`src/rtl/store_commit_buffer.sv`:
```
// rtl/store_commit_buffer.sv - committed-store FIFO feeding DataMemory with byte-granular load forwarding
module store_commit_buffer #(
    parameter int DEPTH = 4,
    parameter int PTR_W = 2
) (
    input  logic             clk,
    input  logic             reset,
    input  logic             ROB_MemWrite,
    input  logic [31:0]      ROB_memadress,
    input  logic [2:0]       ROB_funct3,
    input  logic [31:0]      ROB_store_data,
    output logic             sb_full,
    output logic             sb_empty,
    output logic [PTR_W:0]   sb_count,
    output logic             sb_overflow,
    input  logic             mem_ready,
    output logic             MemWrite_out,
    output logic [31:0]      mem_addr_out,
    output logic [2:0]       mem_funct3_out,
    output logic [31:0]      mem_data_out,
    input  logic             LS_MemRead,
    input  logic [31:0]      LS_result,
    input  logic [2:0]       func3_LS,
    output logic             fwd_hit,
    output logic             fwd_stall,
    output logic [31:0]      fwd_data
);

    logic [31:0]      addr_q [DEPTH];
    logic [31:0]      addr_d [DEPTH];
    logic [2:0]       f3_q   [DEPTH];
    logic [2:0]       f3_d   [DEPTH];
    logic [31:0]      data_q [DEPTH];
    logic [31:0]      data_d [DEPTH];
    logic [PTR_W-1:0] wr_ptr_q, wr_ptr_d;
    logic [PTR_W-1:0] rd_ptr_q, rd_ptr_d;
    logic [PTR_W:0]   count_q, count_d;
    logic             overflow_q, overflow_d;

    logic             st_f3_ok;
    logic             enq;
    logic             pop;

    function automatic logic [2:0] st_size(input logic [2:0] f3);
        case (f3[1:0])
            2'b00:   st_size = 3'd1;
            2'b01:   st_size = 3'd2;
            default: st_size = 3'd4;
        endcase
    endfunction

    assign sb_full      = (count_q == (PTR_W + 1)'(DEPTH));
    assign sb_empty     = (count_q == '0);
    assign sb_count     = count_q;
    assign sb_overflow  = overflow_q;

    assign MemWrite_out   = !sb_empty;
    assign mem_addr_out   = sb_empty ? 32'd0 : addr_q[rd_ptr_q];
    assign mem_funct3_out = sb_empty ? 3'd0  : f3_q[rd_ptr_q];
    assign mem_data_out   = sb_empty ? 32'd0 : data_q[rd_ptr_q];

    assign st_f3_ok = (ROB_funct3 == 3'b000) || (ROB_funct3 == 3'b001) || (ROB_funct3 == 3'b010);
    assign enq      = ROB_MemWrite && !sb_full && st_f3_ok;
    assign pop      = MemWrite_out && mem_ready;

    always_comb begin
        addr_d     = addr_q;
        f3_d       = f3_q;
        data_d     = data_q;
        wr_ptr_d   = wr_ptr_q;
        rd_ptr_d   = rd_ptr_q;
        count_d    = count_q;
        overflow_d = overflow_q || (ROB_MemWrite && sb_full);

        if (enq) begin
            addr_d[wr_ptr_q] = ROB_memadress;
            f3_d[wr_ptr_q]   = ROB_funct3;
            data_d[wr_ptr_q] = ROB_store_data;
            wr_ptr_d         = wr_ptr_q + 1'b1;
        end
        if (pop) begin
            rd_ptr_d = rd_ptr_q + 1'b1;
        end
        case ({enq, pop})
            2'b10:   count_d = count_q + 1'b1;
            2'b01:   count_d = count_q - 1'b1;
            default: count_d = count_q;
        endcase
    end

    always_ff @(posedge clk) begin
        if (reset) begin
            wr_ptr_q   <= '0;
            rd_ptr_q   <= '0;
            count_q    <= '0;
            overflow_q <= 1'b0;
        end else begin
            addr_q     <= addr_d;
            f3_q       <= f3_d;
            data_q     <= data_d;
            wr_ptr_q   <= wr_ptr_d;
            rd_ptr_q   <= rd_ptr_d;
            count_q    <= count_d;
            overflow_q <= overflow_d;
        end
    end

    logic [2:0]       ld_size;
    logic             ld_signed;
    logic [3:0]       need;
    logic [3:0]       cov;
    logic [7:0]       fbyte [4];
    logic [31:0]      byte_addr;
    logic [31:0]      off;
    logic [PTR_W-1:0] idx;
    logic             all_cov;
    logic             any_cov;
    logic [31:0]      ext_data;

    // Entries are scanned oldest to youngest so the youngest covering store wins each byte.
    always_comb begin
        ld_size   = 3'd0;
        ld_signed = 1'b0;
        need      = '0;
        cov       = '0;
        byte_addr = '0;
        off       = '0;
        idx       = '0;
        for (int k = 0; k < 4; k++) begin
            fbyte[k] = 8'd0;
        end

        case (func3_LS)
            3'b000:  begin ld_size = 3'd1; ld_signed = 1'b1; end
            3'b001:  begin ld_size = 3'd2; ld_signed = 1'b1; end
            3'b010:  begin ld_size = 3'd4; ld_signed = 1'b0; end
            3'b100:  begin ld_size = 3'd1; ld_signed = 1'b0; end
            3'b101:  begin ld_size = 3'd2; ld_signed = 1'b0; end
            default: begin ld_size = 3'd0; ld_signed = 1'b0; end
        endcase

        for (int k = 0; k < 4; k++) begin
            need[k]   = (3'(k) < ld_size);
            byte_addr = LS_result + 32'(k);
            for (int j = 0; j < DEPTH; j++) begin
                if (j < int'(count_q)) begin
                    idx = rd_ptr_q + PTR_W'(j);
                    off = byte_addr - addr_q[idx];
                    if (off < {29'd0, st_size(f3_q[idx])}) begin
                        cov[k]   = 1'b1;
                        fbyte[k] = 8'(data_q[idx] >> {off[1:0], 3'b000});
                    end
                end
            end
        end
    end

    assign all_cov = ((cov & need) == need);
    assign any_cov = |(cov & need);

    always_comb begin
        case (ld_size)
            3'd1:    ext_data = {{24{ld_signed & fbyte[0][7]}}, fbyte[0]};
            3'd2:    ext_data = {{16{ld_signed & fbyte[1][7]}}, fbyte[1], fbyte[0]};
            default: ext_data = {fbyte[3], fbyte[2], fbyte[1], fbyte[0]};
        endcase
    end

    // need is non-zero for every supported load type, so all_cov implies any_cov there.
    assign fwd_hit   = LS_MemRead && (ld_size != 3'd0) && all_cov;
    assign fwd_stall = LS_MemRead && (ld_size != 3'd0) && any_cov && !all_cov;
    assign fwd_data  = fwd_hit ? ext_data : 32'd0;

endmodule

```
`config.mk`:
```
export PLATFORM = sky130hd
export DESIGN_NAME = store_commit_buffer
export DESIGN_NICKNAME = d
export VERILOG_FILES = /design/src/rtl/store_commit_buffer.sv
export SDC_FILE = /design/constraint.sdc
export NUM_CORES = 2
export LEC_CHECK = 0
export ABC_AREA = 1
export BUFFER_PORTS_ARGS = -buffer_cell sky130_fd_sc_hd__buf_2
export CELL_PAD_IN_SITES_DETAIL_PLACEMENT = 1
export CELL_PAD_IN_SITES_GLOBAL_PLACEMENT = 2
export CORE_ASPECT_RATIO = 1.25
export CORE_MARGIN = 5
export CORE_UTILIZATION = 30
export DETAILED_ROUTE_END_ITERATION = 6
export PLACE_DENSITY = 0.79
export RECOVER_POWER = 50
export REMOVE_ABC_BUFFERS = 1
export SETUP_SLACK_MARGIN = 0.1
export SYNTH_ARGS = -nofsm -noshare
export SYNTH_HDL_FRONTEND = slang
export SYNTH_SLANG_ARGS = --single-unit
```
`constraint.sdc`:
```
create_clock -name clk -period 5.3 [get_ports clk]
set_clock_uncertainty 0.05 [all_clocks]
set_input_delay 0.265 -clock clk [delete_from_list [all_inputs] [get_ports clk]]
set_output_delay 0.265 -clock clk [all_outputs]
set_load 0.1 [all_outputs]
```
==> After elaboration in Yosys (flattened, before gate mapping) <==
Cells that the tools add are included.
{ "totals": {"reg_bits": 276, "input_bits": 107, "out_inout_bits": 108, "elab_cells": 264} }
{ "op_classes": {"n_addsub": 25, "magnitude_cmp": 30, "eq_ne": 16, "shifts": 16, "n_mux": 123, "n_bitwise": 9, "reduce_logical": 29} }
{ "op_table": {"columns": ["operator", "count"], "rows": [
  ["$mux W32", 20],
  ["$bmux W32 S2", 8],
  ["$lt A32 B3 Y1", 16],
  ["$shr A32 B5 Y8", 16],
  ["$sub A32 B32 Y32", 16],
  ["$bwmux W128", 2],
  ["$mux W8", 32],
  ["$add A32 B2 Y32 const B", 2],
  ["$demux W32 S2", 1],
  ["$pmux W32 S2", 1],
  ["$mux W1", 33],
  ["$add A32 B1 Y32 const B", 1],
  ["$pmux W3 S2", 5],
  ["$bmux W3 S2", 4],
  ["$mux W3", 8],
  ["$ge A3 B3 Y1 const B", 5],
  ["$not A2 Y3", 5],
  ["$bwmux W12", 1],
  ["$lt A1 B3 Y1 const A", 4],
  ["$lt A2 B3 Y1 const A", 4],
  ["$mux W2", 6],
  ["$eq A2 B1 Y1 const B", 5],
  ["$eq A3 B1 Y1 const B", 3],
  ["$eq A3 B2 Y1 const B", 3],
  ["other kinds (23)", 47]
]} }

==> Longest topological paths before layout <==
{ "logic_depth": {"depth_word": 20, "depth_mapped": 41, "depth_no_buf": 34} }

==> Least setup slack after synthesis <==
Ideal clock, no wire load.
{ "synth_path": {"path_kind": "register -> output", "from": "register rd_ptr_q[0]", "to": "output port fwd_data[30]", "arrival_time_ns": 6.573, "setup_slack_ns": -1.588, "path_stages_with_launch": 29, "n_path_buf": 10, "path_cell_list": "dfxtp_1 -> buf_4 -> buf_2 -> buf_4 -> buf_2 -> buf_2 -> clkbuf_1 -> clkbuf_1 -> mux2i_1 -> o21ai_0 -> fa_1 -> inv_1 -> clkbuf_1 -> clkbuf_1 -> ha_1 -> nand2_1 -> nand2_1 -> nand2_1 -> nand2_1 -> nor2_1 -> nand4_1 -> nor2_1 -> nand4_2 -> nand2_1 -> nor2_1 -> nand3_2 -> nand4_4 -> buf_2 -> nor2_1"} }
{ "synth_between": {"elab_chain_len": 20} }
{ "synth_rtl": {"columns": ["item", "line", "rtl"], "rows": [
  ["from (decl)", "36", "logic [PTR_W-1:0] rd_ptr_q, rd_ptr_d;"],
  ["from (signal assigned)", "102", "rd_ptr_q <= rd_ptr_d;"],
  ["branches (longest 19 deep; another with $sub A32 B32 Y32)", null, null],
  ["$mux W32 *", "172", "assign fwd_data = fwd_hit ? ext_data : 32'd0;"],
  ["to (decl)", "26", "output logic [31:0] fwd_data"]
]} }
Mark *: on every way between the ends. The select of a mux whose other input is x is not followed.

==> Worst setup path after layout <==
{ "layout_path": {"from": "register rd_ptr_q[0]", "to": "output port fwd_data[18]"} }
Same word-level chain as after synthesis.

==> out/metrics.cfg <==
[drt]
wl_per_cell_um=26.0
first_iter_violations=6422
viasPerCell=5.30
ant_nets=0
drc_errors=0
drtPass1Iterations=6
num_vias=90700
routed_wirelength_um=446000

[logic_synthesis]
ys_seq_area_share_pct=13.3
synth_area_leaders=nand2_1 25%, edfxtp_1 13%, ha_1 11%, inv_1 11%, nor2_1 7.6%
ys_types=64
netlist_area_mm2=0.0616
syn_avg_cell_area_um2=5.41
syn_inst=11400
synth-seq-cells=276
yosysMostFrequentCell=nand2_1
synth_top_flop_cell=edfxtp_1
synth_top_cell_area_share_pct=24.9
yosys-top-cells-count=4,088 x nand2_1, 1,779 x inv_1, 1,239 x nor2_1
synth_warnings=0
async_flop_share_pct=0
yosysTopAreaCell=nand2_1
synth_edf_count=268

[setup_path]
required_ns=4.99
regToRegSetupSlack_ns=0.28
slowest_delay_ns=0.40
crit_slowest_cell=dfxtp_4
arrival_ns=6.02
cp-start-kind=flip-flop
rr_startpoint=sb_count[0]
cp-end-kind=primary output
critPathKind=reg -> out
reg2regPathDepth=8
reg2reg_to=addr_q[124]
startpoint=rd_ptr_q[0]
crit_fanout=33

[grt]
top_usage_layer=met2
grt_pass1_wl_um=627000
met1_usage_pct=43.5
grt_pass1_vias=94100
grt_max_degree=97
gr-usage-all-layers_pct=39.8
gr-usage-met3_pct=5.75
met2_usage_pct=67.7
antenna_found_initial=35
grt.overflow.total=0

[sta]
worst_slack_ns=-1.04
drv_slew=204
max_slew_margin_pct=-113
fin_crit_ns=6.34
rsz0062_at_grt=yes
holdWs_ns=0.314
tightest_slew_ns=3.20
min_period_over_period_pct=120
fmax_mhz=158
finalHoldViolCount=0
setup_viol=34

[die]
start_util_pct=30.1
coreArea_mm2=0.205
die_w_um=415
die_area_mm2=0.214
core.rowCount=186
fp.dieH_um=517
pin_count=215

[placed_design]
portBuffers=214
hpwl_um=390000
gp_congestion=1.08
dpl_cell_area_mm2=0.0890
place_inst=17000

[run_status]
status=finished, violations left
violations=max-capacitance violations, max-slew violations, negative setup slack

[power]
seqPwrFrac_pct=3.2
p_leak_nw=49.9
irDropWorstVdd_v=0.000828
switchingPower_mw=46.9
swShare_pct=59.3
p_int_mw=32.2
p_comb_share_pct=93.7
clkPwrFrac_pct=3.1
powerDensity_mw_per_mm2=864

[finish]
final_core_util_pct=44.7
fin_cells=17100
ff_latch_area_mm2=0.00822
synthToLayoutAreaGrowth_pct=48.6
fin_area_mm2=0.0915
final_layout_size_suffix_gt1_share_pct=22.7
final_nets=15000
fillers=28300
multiInputGateArea_mm2=0.0464

[hold_path]
min_path_cells=2
hp-class=in -> reg
min_to=addr_q[117]
holdCritStartpoint=ROB_memadress[21]

[clock_tree]
cts_buffer_depth=3
htreeDepth=1
cts_root_buffer=clkbuf_16
cts_tree=yes
cts_buffers=31
insertion_delay_ns=0.71
clkTransAtPathRegs_ns=0.09
clock_sinks=276

[run]
drv_cap=3

## area by class of cell
class	instances	area share, %
sequential	276	8.98
antenna	19	0.0520
tap	2726	3.73
clock buffer	34	0.860
multi-input combinational	9114	50.7
clock inverter	24	0.316
timing repair buffer	3132	28.0
inverter	1801	7.40
## cell usage in the layout (no fill, tap or decap), types with 29 or more instances in the layout
cell | Yosys | routed
clkbuf_1 | 105 | 76
o21bai_1 | 64 | 64
ha_1 | 534 | 519
dlygate4sd3_1 | 0 | 71
inv_1 | 1779 | 1777
a21oi_1 | 529 | 512
edfxtp_1 | 268 | 268
nand3_1 | 813 | 811
xnor2_1 | 66 | 65
nand3b_1 | 115 | 115
nand4_1 | 252 | 252
nand2_1 | 4088 | 4066
buf_4 | 9 | 2670
o21ai_1 | 2 | 63
buf_2 | 39 | 108
nand2_2 | 8 | 29
mux2i_1 | 117 | 116
nor2_2 | 10 | 54
buf_12 | 0 | 190
nor3_1 | 138 | 130
xor2_1 | 122 | 120
clkbuf_16 | 0 | 31
o21ai_0 | 816 | 744
nor2_1 | 1239 | 1181
## routing by layer
| layer | part of all wire, % | vias up |
|---|---|---|
| met4 | 11 | 16 |
| met3 | 5.9 | 1305 |
| met2 | 46 | 3028 |
| met1 | 38 | 43800 |
| met5 | 0.025 | - |
| li1 | - | 42500 |
## critical path, delay by kind of cell (launching register included)
kind            cells  cell delay [ns]
compound gates      2             0.45
fa+ha+maj           1             0.35
buf+inv            11             1.64
flops               1             0.40
simple gates       15             2.39
## power groups by stage
stage	clock network (mW)	registers (mW)	logic, mW
CTS	2.51	2.49	72.6
finish	2.46	2.50	74.1
detailed placement	0	2.54	71.9
global route	2.57	2.50	79.0
floorplan	0	2.84	33.5
global placement	0	2.54	70.3
## flip-flops by register name, summed over array words and instances, names as in the netlist
signal,count
sb_count,3
sb_overflow,1
rd_ptr_q,2
data_q,128
addr_q,128
f3_q,12
wr_ptr_q,2
## logic make-up (layout without fill, tap and decap cells)
logic type / after synthesis / after routing / synth area share, %
other: 0 / 19 / 0
and+or+nand+nor: 6746 / 6746 / 45.4
buffers and inverters: 1989 / 4991 / 12.3
AOI/OAI and AO/OA: 1511 / 1511 / 13.0
adders and majority gates: 550 / 550 / 11.4
DFF: 276 / 276 / 13.3
xor gates and xnor gates: 190 / 190 / 2.73
muxes: 117 / 117 / 1.90
## worst max-delay path by stage
| stage | to | depth (start not counted) | slack [ns] |
|---|---|---|---|
| floorplan | fwd_data[10] | 20 | -10.22 |
| global placement | fwd_stall | 36 | -1.04 |
| detailed placement | fwd_stall | 31 | -1.09 |
| CTS | fwd_data[22] | 34 | -1.02 |
| global route | fwd_data[12] | 37 | -1.19 |
| finish | fwd_data[18] | 29 | -1.04 |
## repair_timing
item,CTS,global route
buffers inserted,5,10
hold buffers,71,0
hold endpoints to repair,275,0
pin swaps,4,6
setup endpoints to repair,34,34
resized for setup,129,100
## stage by stage
step           setup slack (ns)  power, mW  setup TNS [ns]
6_report                  -1.04       79.1          -34.35
5_1_grt                   -1.19       84.1          -39.25
4_1_cts                   -1.02       77.6          -33.75
3_5_place_dp              -1.09       74.4          -34.79
3_3_place_gp              -1.04       72.9          -33.20
2_1_floorplan            -10.22       36.4         -638.77
No activity file was read; power rests on OpenSTA's default activity.
